[src/rtl/complex_multiplier_stream.sv]
// Streaming complex multiplier y = h*x or h*conj(x): three-stage valid/ready pipeline
// with round-half-up scaling, saturation and a sticky overflow flag.
module complex_multiplier_stream #(
  parameter int A_WIDTH   = 16,
  parameter int B_WIDTH   = 16,
  parameter int OUT_WIDTH = 16,
  parameter int OUT_SHIFT = 15
) (
  input  logic                        i_clk,
  input  logic                        i_rst_n,
  input  logic                        i_valid,
  output logic                        o_ready,
  input  logic                        i_conj,
  input  logic signed [A_WIDTH-1:0]   i_real_h,
  input  logic signed [A_WIDTH-1:0]   i_imag_h,
  input  logic signed [B_WIDTH-1:0]   i_real_x,
  input  logic signed [B_WIDTH-1:0]   i_imag_x,
  output logic                        o_valid,
  input  logic                        i_ready,
  output logic signed [OUT_WIDTH-1:0] o_real,
  output logic signed [OUT_WIDTH-1:0] o_imag,
  output logic                        o_sat,
  output logic                        o_sat_sticky,
  input  logic                        i_clr_sat
);

  localparam int P  = A_WIDTH + B_WIDTH;
  localparam int W  = P + 1;
  localparam int R  = W + 1;
  // Combine/round width: never narrower than W+1, and wide enough to sign-extend into the output.
  localparam int CW = (OUT_WIDTH > R) ? OUT_WIDTH : R;

  localparam logic signed [CW-1:0] RND     = (CW'(1) << OUT_SHIFT) >> 1;
  localparam logic signed [CW-1:0] SAT_MAX = CW'({1'b0, {(CW-1){1'b1}}} >> (CW - OUT_WIDTH));
  localparam logic signed [CW-1:0] SAT_MIN = ~SAT_MAX;

  logic en;

  logic                      s1_valid_q, s1_valid_d;
  logic                      s1_conj_q, s1_conj_d;
  logic signed [A_WIDTH-1:0] s1_a_q, s1_a_d, s1_b_q, s1_b_d;
  logic signed [B_WIDTH-1:0] s1_c_q, s1_c_d, s1_d_q, s1_d_d;

  logic                s2_valid_q, s2_valid_d;
  logic                s2_conj_q, s2_conj_d;
  logic signed [P-1:0] ac_q, ac_d, ad_q, ad_d, bc_q, bc_d, bd_q, bd_d;

  logic                        s3_valid_q, s3_valid_d;
  logic signed [OUT_WIDTH-1:0] real_q, real_d, imag_q, imag_d;
  logic                        sat_q, sat_d;
  logic                        sticky_q, sticky_d;

  logic signed [CW-1:0]  re_full, im_full, re_shift, im_shift;
  logic [OUT_WIDTH:0]    re_sat, im_sat;

  function automatic logic [OUT_WIDTH:0] saturate(input logic signed [CW-1:0] v);
    if (v > SAT_MAX)      return {1'b1, SAT_MAX[OUT_WIDTH-1:0]};
    else if (v < SAT_MIN) return {1'b1, SAT_MIN[OUT_WIDTH-1:0]};
    else                  return {1'b0, v[OUT_WIDTH-1:0]};
  endfunction

  assign en      = !s3_valid_q || i_ready;
  assign o_ready = en;

  always_comb begin
    s1_valid_d = s1_valid_q;
    s1_conj_d  = s1_conj_q;
    s1_a_d     = s1_a_q;
    s1_b_d     = s1_b_q;
    s1_c_d     = s1_c_q;
    s1_d_d     = s1_d_q;
    if (en) begin
      s1_valid_d = i_valid;
      if (i_valid) begin
        s1_conj_d = i_conj;
        s1_a_d    = i_real_h;
        s1_b_d    = i_imag_h;
        s1_c_d    = i_real_x;
        s1_d_d    = i_imag_x;
      end
    end
  end

  always_comb begin
    s2_valid_d = s2_valid_q;
    s2_conj_d  = s2_conj_q;
    ac_d       = ac_q;
    ad_d       = ad_q;
    bc_d       = bc_q;
    bd_d       = bd_q;
    if (en) begin
      s2_valid_d = s1_valid_q;
      if (s1_valid_q) begin
        s2_conj_d = s1_conj_q;
        ac_d      = P'(s1_a_q) * P'(s1_c_q);
        ad_d      = P'(s1_a_q) * P'(s1_d_q);
        bc_d      = P'(s1_b_q) * P'(s1_c_q);
        bd_d      = P'(s1_b_q) * P'(s1_d_q);
      end
    end
  end

  always_comb begin
    re_full  = s2_conj_q ? (CW'(ac_q) + CW'(bd_q)) : (CW'(ac_q) - CW'(bd_q));
    im_full  = s2_conj_q ? (CW'(bc_q) - CW'(ad_q)) : (CW'(ad_q) + CW'(bc_q));
    re_shift = (re_full + RND) >>> OUT_SHIFT;
    im_shift = (im_full + RND) >>> OUT_SHIFT;
    re_sat   = saturate(re_shift);
    im_sat   = saturate(im_shift);
  end

  always_comb begin
    s3_valid_d = s3_valid_q;
    real_d     = real_q;
    imag_d     = imag_q;
    sat_d      = sat_q;
    if (en) begin
      s3_valid_d = s2_valid_q;
      if (s2_valid_q) begin
        real_d = re_sat[OUT_WIDTH-1:0];
        imag_d = im_sat[OUT_WIDTH-1:0];
        sat_d  = re_sat[OUT_WIDTH] | im_sat[OUT_WIDTH];
      end
    end
    // Sticky includes the sample being loaded so it rises together with o_sat; set beats clear.
    sticky_d = (i_clr_sat ? 1'b0 : sticky_q)
             | (s3_valid_q & sat_q)
             | (en & s2_valid_q & (re_sat[OUT_WIDTH] | im_sat[OUT_WIDTH]));
  end

  always_ff @(posedge i_clk or negedge i_rst_n) begin
    if (!i_rst_n) begin
      s1_valid_q <= 1'b0;
      s1_conj_q  <= 1'b0;
      s1_a_q     <= '0;
      s1_b_q     <= '0;
      s1_c_q     <= '0;
      s1_d_q     <= '0;
      s2_valid_q <= 1'b0;
      s2_conj_q  <= 1'b0;
      ac_q       <= '0;
      ad_q       <= '0;
      bc_q       <= '0;
      bd_q       <= '0;
      s3_valid_q <= 1'b0;
      real_q     <= '0;
      imag_q     <= '0;
      sat_q      <= 1'b0;
      sticky_q   <= 1'b0;
    end else begin
      s1_valid_q <= s1_valid_d;
      s1_conj_q  <= s1_conj_d;
      s1_a_q     <= s1_a_d;
      s1_b_q     <= s1_b_d;
      s1_c_q     <= s1_c_d;
      s1_d_q     <= s1_d_d;
      s2_valid_q <= s2_valid_d;
      s2_conj_q  <= s2_conj_d;
      ac_q       <= ac_d;
      ad_q       <= ad_d;
      bc_q       <= bc_d;
      bd_q       <= bd_d;
      s3_valid_q <= s3_valid_d;
      real_q     <= real_d;
      imag_q     <= imag_d;
      sat_q      <= sat_d;
      sticky_q   <= sticky_d;
    end
  end

  assign o_valid      = s3_valid_q;
  assign o_real       = real_q;
  assign o_imag       = imag_q;
  assign o_sat        = sat_q;
  assign o_sat_sticky = sticky_q;

endmodule

[config.mk]
export PLATFORM = sky130hd
export DESIGN_NAME = complex_multiplier_stream
export DESIGN_NICKNAME = d
export VERILOG_FILES = /design/src/rtl/complex_multiplier_stream.sv
export SDC_FILE = /design/constraint.sdc
export NUM_CORES = 2
export LEC_CHECK = 0
export ABC_AREA = 1
export CORE_MARGIN = 2
export CORE_UTILIZATION = 60
export DETAILED_ROUTE_END_ITERATION = 10
export PLACE_DENSITY_LB_ADDON = 0.1
export SKIP_LAST_GASP = 1
export SYNTH_ARGS = -nofsm -noshare
export SYNTH_HDL_FRONTEND = slang
export SYNTH_SLANG_ARGS = --single-unit
[constraint.sdc]
create_clock -name i_clk -period 6.3 [get_ports i_clk]
set_input_delay 0.63 -clock i_clk [delete_from_list [all_inputs] [get_ports i_clk]]
set_output_delay 0.63 -clock i_clk [all_outputs]
set_load 0.02 [all_outputs]
* Yosys cells after proc, flatten, opt, wreduce, memory -nomap -nowiden *
Index checks and enable logic that the tools add are counted.

word-level totals
  register bits after elaboration = 231
  bits in latches = 0
  bits in writable memories = 0
  ROM bits = 0
  bits of input ports = 70
  output and inout bits = 36
  word-level logic and storage cells = 49
  memories kept = 0

operators by class
  $add $sub $neg = 6
  multipliers = 4
  divide/modulo/power cells = 0
  order comparisons = 4
  eq/ne operators = 0
  shift-type cells = 0
  multiplexer cells = 7
  bitwise gates (word level) = 6
  reduce and logical (&&, ||, !) cells = 5

operator list
  kind                    count
  $mul 16x16->32          4
  $add 34x16->34 const B  2
  $mux 17                 4
  $mux 34                 2
  $add 32x32->33          2
  $sub 32x32->33          2
  $gt 19x16->1 const B    2
  $lt 19x16->1 const B    2
  $reduce_and 2->1        3
  $and 1x1->1             3
  $or 1x1->1              3
  $logic_not 1->1         1
  $logic_or 1x1->1        1
  $mux 1                  1

* Logic depth before layout (Yosys ltp) *
  word-level depth = 9
  mapped depth = 38
  gate-level depth less buffers = 37

* Worst setup path after synthesis *
No wires, ideal clock.

  kind = reg2reg
  start point = register s1_d_q[1]
  end point = register ad_q[30]
  setup time = 0.118 ns
  data arrival time = 5.838 ns
  required time = 6.182 ns
  path slack = 0.344 ns
  cell stages (with the launch flop) = 30
  path buffers = 2
  clock period less this slack = 5.956 ns
  cell sequence = dfrtp_1 -> clkbuf_1 -> clkbuf_1 -> nand2_1 -> fa_1 -> inv_1 -> fa_1 -> inv_1 -> fa_1 -> inv_1 -> fa_1 -> inv_1 -> fa_1 -> inv_1 -> fa_1 -> ha_1 -> a21oi_1 -> o21ai_0 -> a21oi_1 -> nand3_1 -> nand2_1 -> o211ai_1 -> a21boi_0 -> o21ai_0 -> nand2_1 -> nand2_1 -> a21oi_1 -> nand2_1 -> nand3_1 -> nand2_1

between the ends
  word-level cells in the longest chain between the ends = 1

ends and longest elaborated chain
  item                      RTL line  source
  start: declaration        42        logic signed [B_WIDTH-1:0] s1_c_q, s1_c_d, s1_d_q, s1_d_d;
  start signal: assignment  138       s1_d_q <= '0;
  start signal: assignment  156       s1_d_q <= s1_d_d;
  $mul 16x16->32            96        ad_d = P'(s1_a_q) * P'(s1_d_q);
  end signal: assignment    142       ad_q <= '0;
  end signal: assignment    160       ad_q <= ad_d;
  end: declaration          46        logic signed [P-1:0] ac_q, ac_d, ad_q, ad_d, bc_q, bc_d, bd_q, bd_d;

No other way between the ends.
A chain may end at the register's enable or synchronous reset.

* Worst setup path after layout *
  start point = register s1_c_q[2]
  end point = register bc_q[31]

between the ends
  word-level cells in the longest chain between the ends = 1

ends and longest elaborated chain
  item                      RTL line  source
  start: declaration        42
  start signal: assignment  137       s1_c_q <= '0;
  start signal: assignment  155       s1_c_q <= s1_c_d;
  $mul 16x16->32            97        bc_d = P'(s1_b_q) * P'(s1_c_q);
  end signal: assignment    143       bc_q <= '0;
  end signal: assignment    161       bc_q <= bc_d;
  end: declaration          46

No other way between the ends.

==> flow_summary.ini <==
[clocking]
cts.sinks = 231
clk_latency_ns = 0.62
root_buffer = clkbuf_16
clk_pin_slew_ns = 0.06
cts_tree = built
ctsHtreeMaxLevel = 2
cts_buffers = 36
cts_max_path_buffers = 3

[routing]
num_vias = 46686
vias_per_cell = 5.275
drt_iter0_drc = 3720
postRouteAntennaNets = 0
dr.pass1.iters = 6
post_drt_wl_per_cell_um = 18.53
wirelength_mm = 164.0
drc = 0

[die]
fp.coreArea_um2 = 92910
die_w_um = 309.4
rows = 112
io_pins = 106
fp.dieH_um = 309.4
initial_core_util = 0.6025
dieArea_um2 = 95750

[timing]
slew_headroom = 0.4154
hold_viol = 0
worst_pin_slew_ns = 0.8769
fmax_mhz = 163.1
rsz0062_at_grt = yes
period_share = 0.9734
period_needed_ns = 6.132
drv_slew = 0
setup-violations-final = 0
fin_skew_ns = 0.04406
whs_ns = 0.4845

[cells_and_area]
synthToLayoutAreaGrowth_pct = 11.90
fillers = 8048
drive_above_1_share = 0.08978
nNetsFinal = 9085
register_area_um2 = 5797
multi_input_area_um2 = 41990

[grt]
grt_pass1_vias = 47772
grt_overflow_total = 0
grt_max_degree = 114
grt_pass1_wl_mm = 261.5
grt_usage = 0.3564
antenna_found_initial = 6

[synth]
synth_fa_ha_area_frac = 0.4633
synthFlopType = dfrtp_1
yosys_warnings = 0
async_reset_ff_frac = 1.000
synth.avg_cell_area_um2 = 7.594
ys_seq_area_frac = 0.1033
syn_nets = 8885
synthTopCellsByArea = fa_1 37%, inv_1 13%, nand2_1 13%
synth-seq-cells = 231
synth_cells = 7371
synth_area_um2 = 55970
yosys.area_share.xor_xnor = 0.02973
synth_top_family_by_area = adder cells
synth-simple-area-share = 0.1949
muxShareOfSynthArea = 0.007645
yosysTopAreaCellShare = 0.3748
synth_cell_type_count = 54
yosysTopAreaCell = fa_1
synth_edf_count = 0
synth_compound_area_frac = 0.04596

[critical_path]
endpoint_kind = register
cp_data_required_time_ns = 6.84
crit_path_start_kind = register
critical_path.max_fanout = 8
arrival_ns = 6.67
critical_path_class = register to register

[job]
cap_violations = 0

[min_path]
hp-class = register to register

[placed_design]
gp_congestion = 0.9783
dpl.hpwl_mm = 135.8
numPortBuffers = 105

[run_status]
outcome = finished, final reports clean
cells by family (layout without fill, tap and decap cells):
group	count (synthesis)	in the layout
adders and majority gates	1444	1444
AOI/OAI and AO/OA	464	464
and+or+nand+nor	2698	2698
xor gates and xnor gates	190	190
other	0	1
buffers and inverters	2306	2531
muxes	38	38
DFF	231	231
registers in the layout, indices dropped and copies added, names as in the netlist, 16 cells and up:
name / count
ac_q: 32
s1_d_q: 16
o_real: 16
o_imag: 16
bc_q: 32
s1_a_q: 16
ad_q: 32
bd_q: 32
s1_c_q: 16
s1_b_q: 16
cell usage after synthesis, types with 11 or more instances:
cell         n
a21oi_1    186
a31oi_1     45
buf_1       25
clkbuf_1   249
dfrtp_1    231
fa_1      1048
ha_1       396
inv_1     2012
inv_2       11
mux2_2      38
nand2_1   2000
nand2_2     27
nand3_1    133
nand3b_1    11
nand4_1     39
nor2_1     335
nor2_2      39
nor3_1      43
o21ai_0    171
or2_2       32
xnor2_1     82
xor2_1     108
routing by layer:
layer,part of all wire,vias to the layer above,wire length [µm],GRT usage
met5,0.00035,-,57,0
met4,0.048,8,7928,0.1382
met3,0.088,390,14420,0.07439
met2,0.45,1829,73510,0.5591
met1,0.42,22815,68060,0.4878
li1,-,21644,-,-
critical path, stage by stage, from the launching register on:
cell and delay [ns]:
dfrtp_2 0.46, buf_12 0.16, nand2_1 0.14, inv_1 0.08, fa_1 0.48, buf_4 0.17, fa_1 0.59, buf_12 0.15
inv_1 0.06, fa_1 0.49, fa_1 0.59, fa_1 0.44, fa_1 0.58, inv_1 0.06, ha_1 0.35, a21oi_1 0.23
o211ai_1 0.18, a21oi_2 0.25, inv_1 0.06, nand2_1 0.07, nand2_1 0.06, or2_2 0.26, a31oi_1 0.12
timing repair:
action / CTS / global route
endpoints found under the hold margin: 28 / 0
setup endpoints to repair: 7 / 42
gates resized for setup: 7 / 136
cloned: 0 / 3
pin swaps: 2 / 22
hold buffers: 1 / 0
setup buffers: 0 / 17
final cells by class:
type,instances,share of cell area
multi-input combinational,4834,0.6704
antenna,1,0.00003995
inverter,2028,0.1217
timing repair buffer,440,0.07076
sequential,231,0.09255
clock buffer,38,0.01466
clock inverter,25,0.004814
tap,1254,0.02505
through the flow:
stage | setup TNS (ns) | util | instance area (µm²) | std cells | setup slack [ns]
4_1_cts | 0 | 0.6660 | 61880 | 8830 | 0.01851
5_1_grt | -0.3009 | 0.6741 | 62630 | 8851 | -0.1133
6_report | 0 | 0.6741 | 62630 | 8851 | 0.1677
3_3_place_gp | 0 | 0.6527 | 60640 | 8766 | 0.009461
3_5_place_dp | -0.1677 | 0.6527 | 60640 | 8766 | -0.07934
2_1_floorplan | 0 | - | 55970 | 7371 | 0.3439
placed cells by master, fill, tap and decap left out, types with 8 or more instances in the layout:
cell type        synthesis  layout
o21ai_0                171     151
ha_1                   396     383
nand3b_1                11      11
fa_1                  1048    1039
nor2_1                 335     333
or2_2                   32      32
a31oi_1                 45      42
xor2_1                 108     106
a21oi_1                186     156
nand2_2                 27      30
clkbuf_16                0      39
nand3_2                  6      10
clkinvlp_4               0       8
and2_1                   9       9
a21oi_2                  0      30
dfrtp_1                231     220
a21o_1                   8       8
nand3_1                133     128
nor2_4                   7       8
xnor2_1                 82      79
fa_2                     0       9
o21ai_1                  1      14
dfrtp_2                  0      10
inv_2                   11      17
mux2_2                  38      38
nor2_2                  39      40
nand2_1               2000    1996
ha_4                     0       9
nand4_1                 39      39
buf_4                    0     261
inv_1                 2012    2004
buf_12                   0      62
clkdlybuf4s50_1          0     104
o21bai_1                10       9
nor3_1                  43      39
buf_6                    4       8
path summary, 6_finish.rpt:
check	startpoint	to	slack, ns	cells past startpoint
setup / recovery	s1_c_q[2]	bc_q[31]	0.17	22
hold / removal	o_imag[0]	o_imag[0]	0.48	2
setup reg to reg	s1_c_q[2]	bc_q[31]	0.17	22
hold reg to reg	o_imag[0]	o_imag[0]	0.48	2
max in group asynchronous	i_rst_n	s1_d_q[3]	4.42	3
min in group asynchronous	i_rst_n	s1_c_q[8]	0.57	2
Power is not shown: default switching activity piles up to over one toggle a cycle in this logic, so the estimate is an artifact.
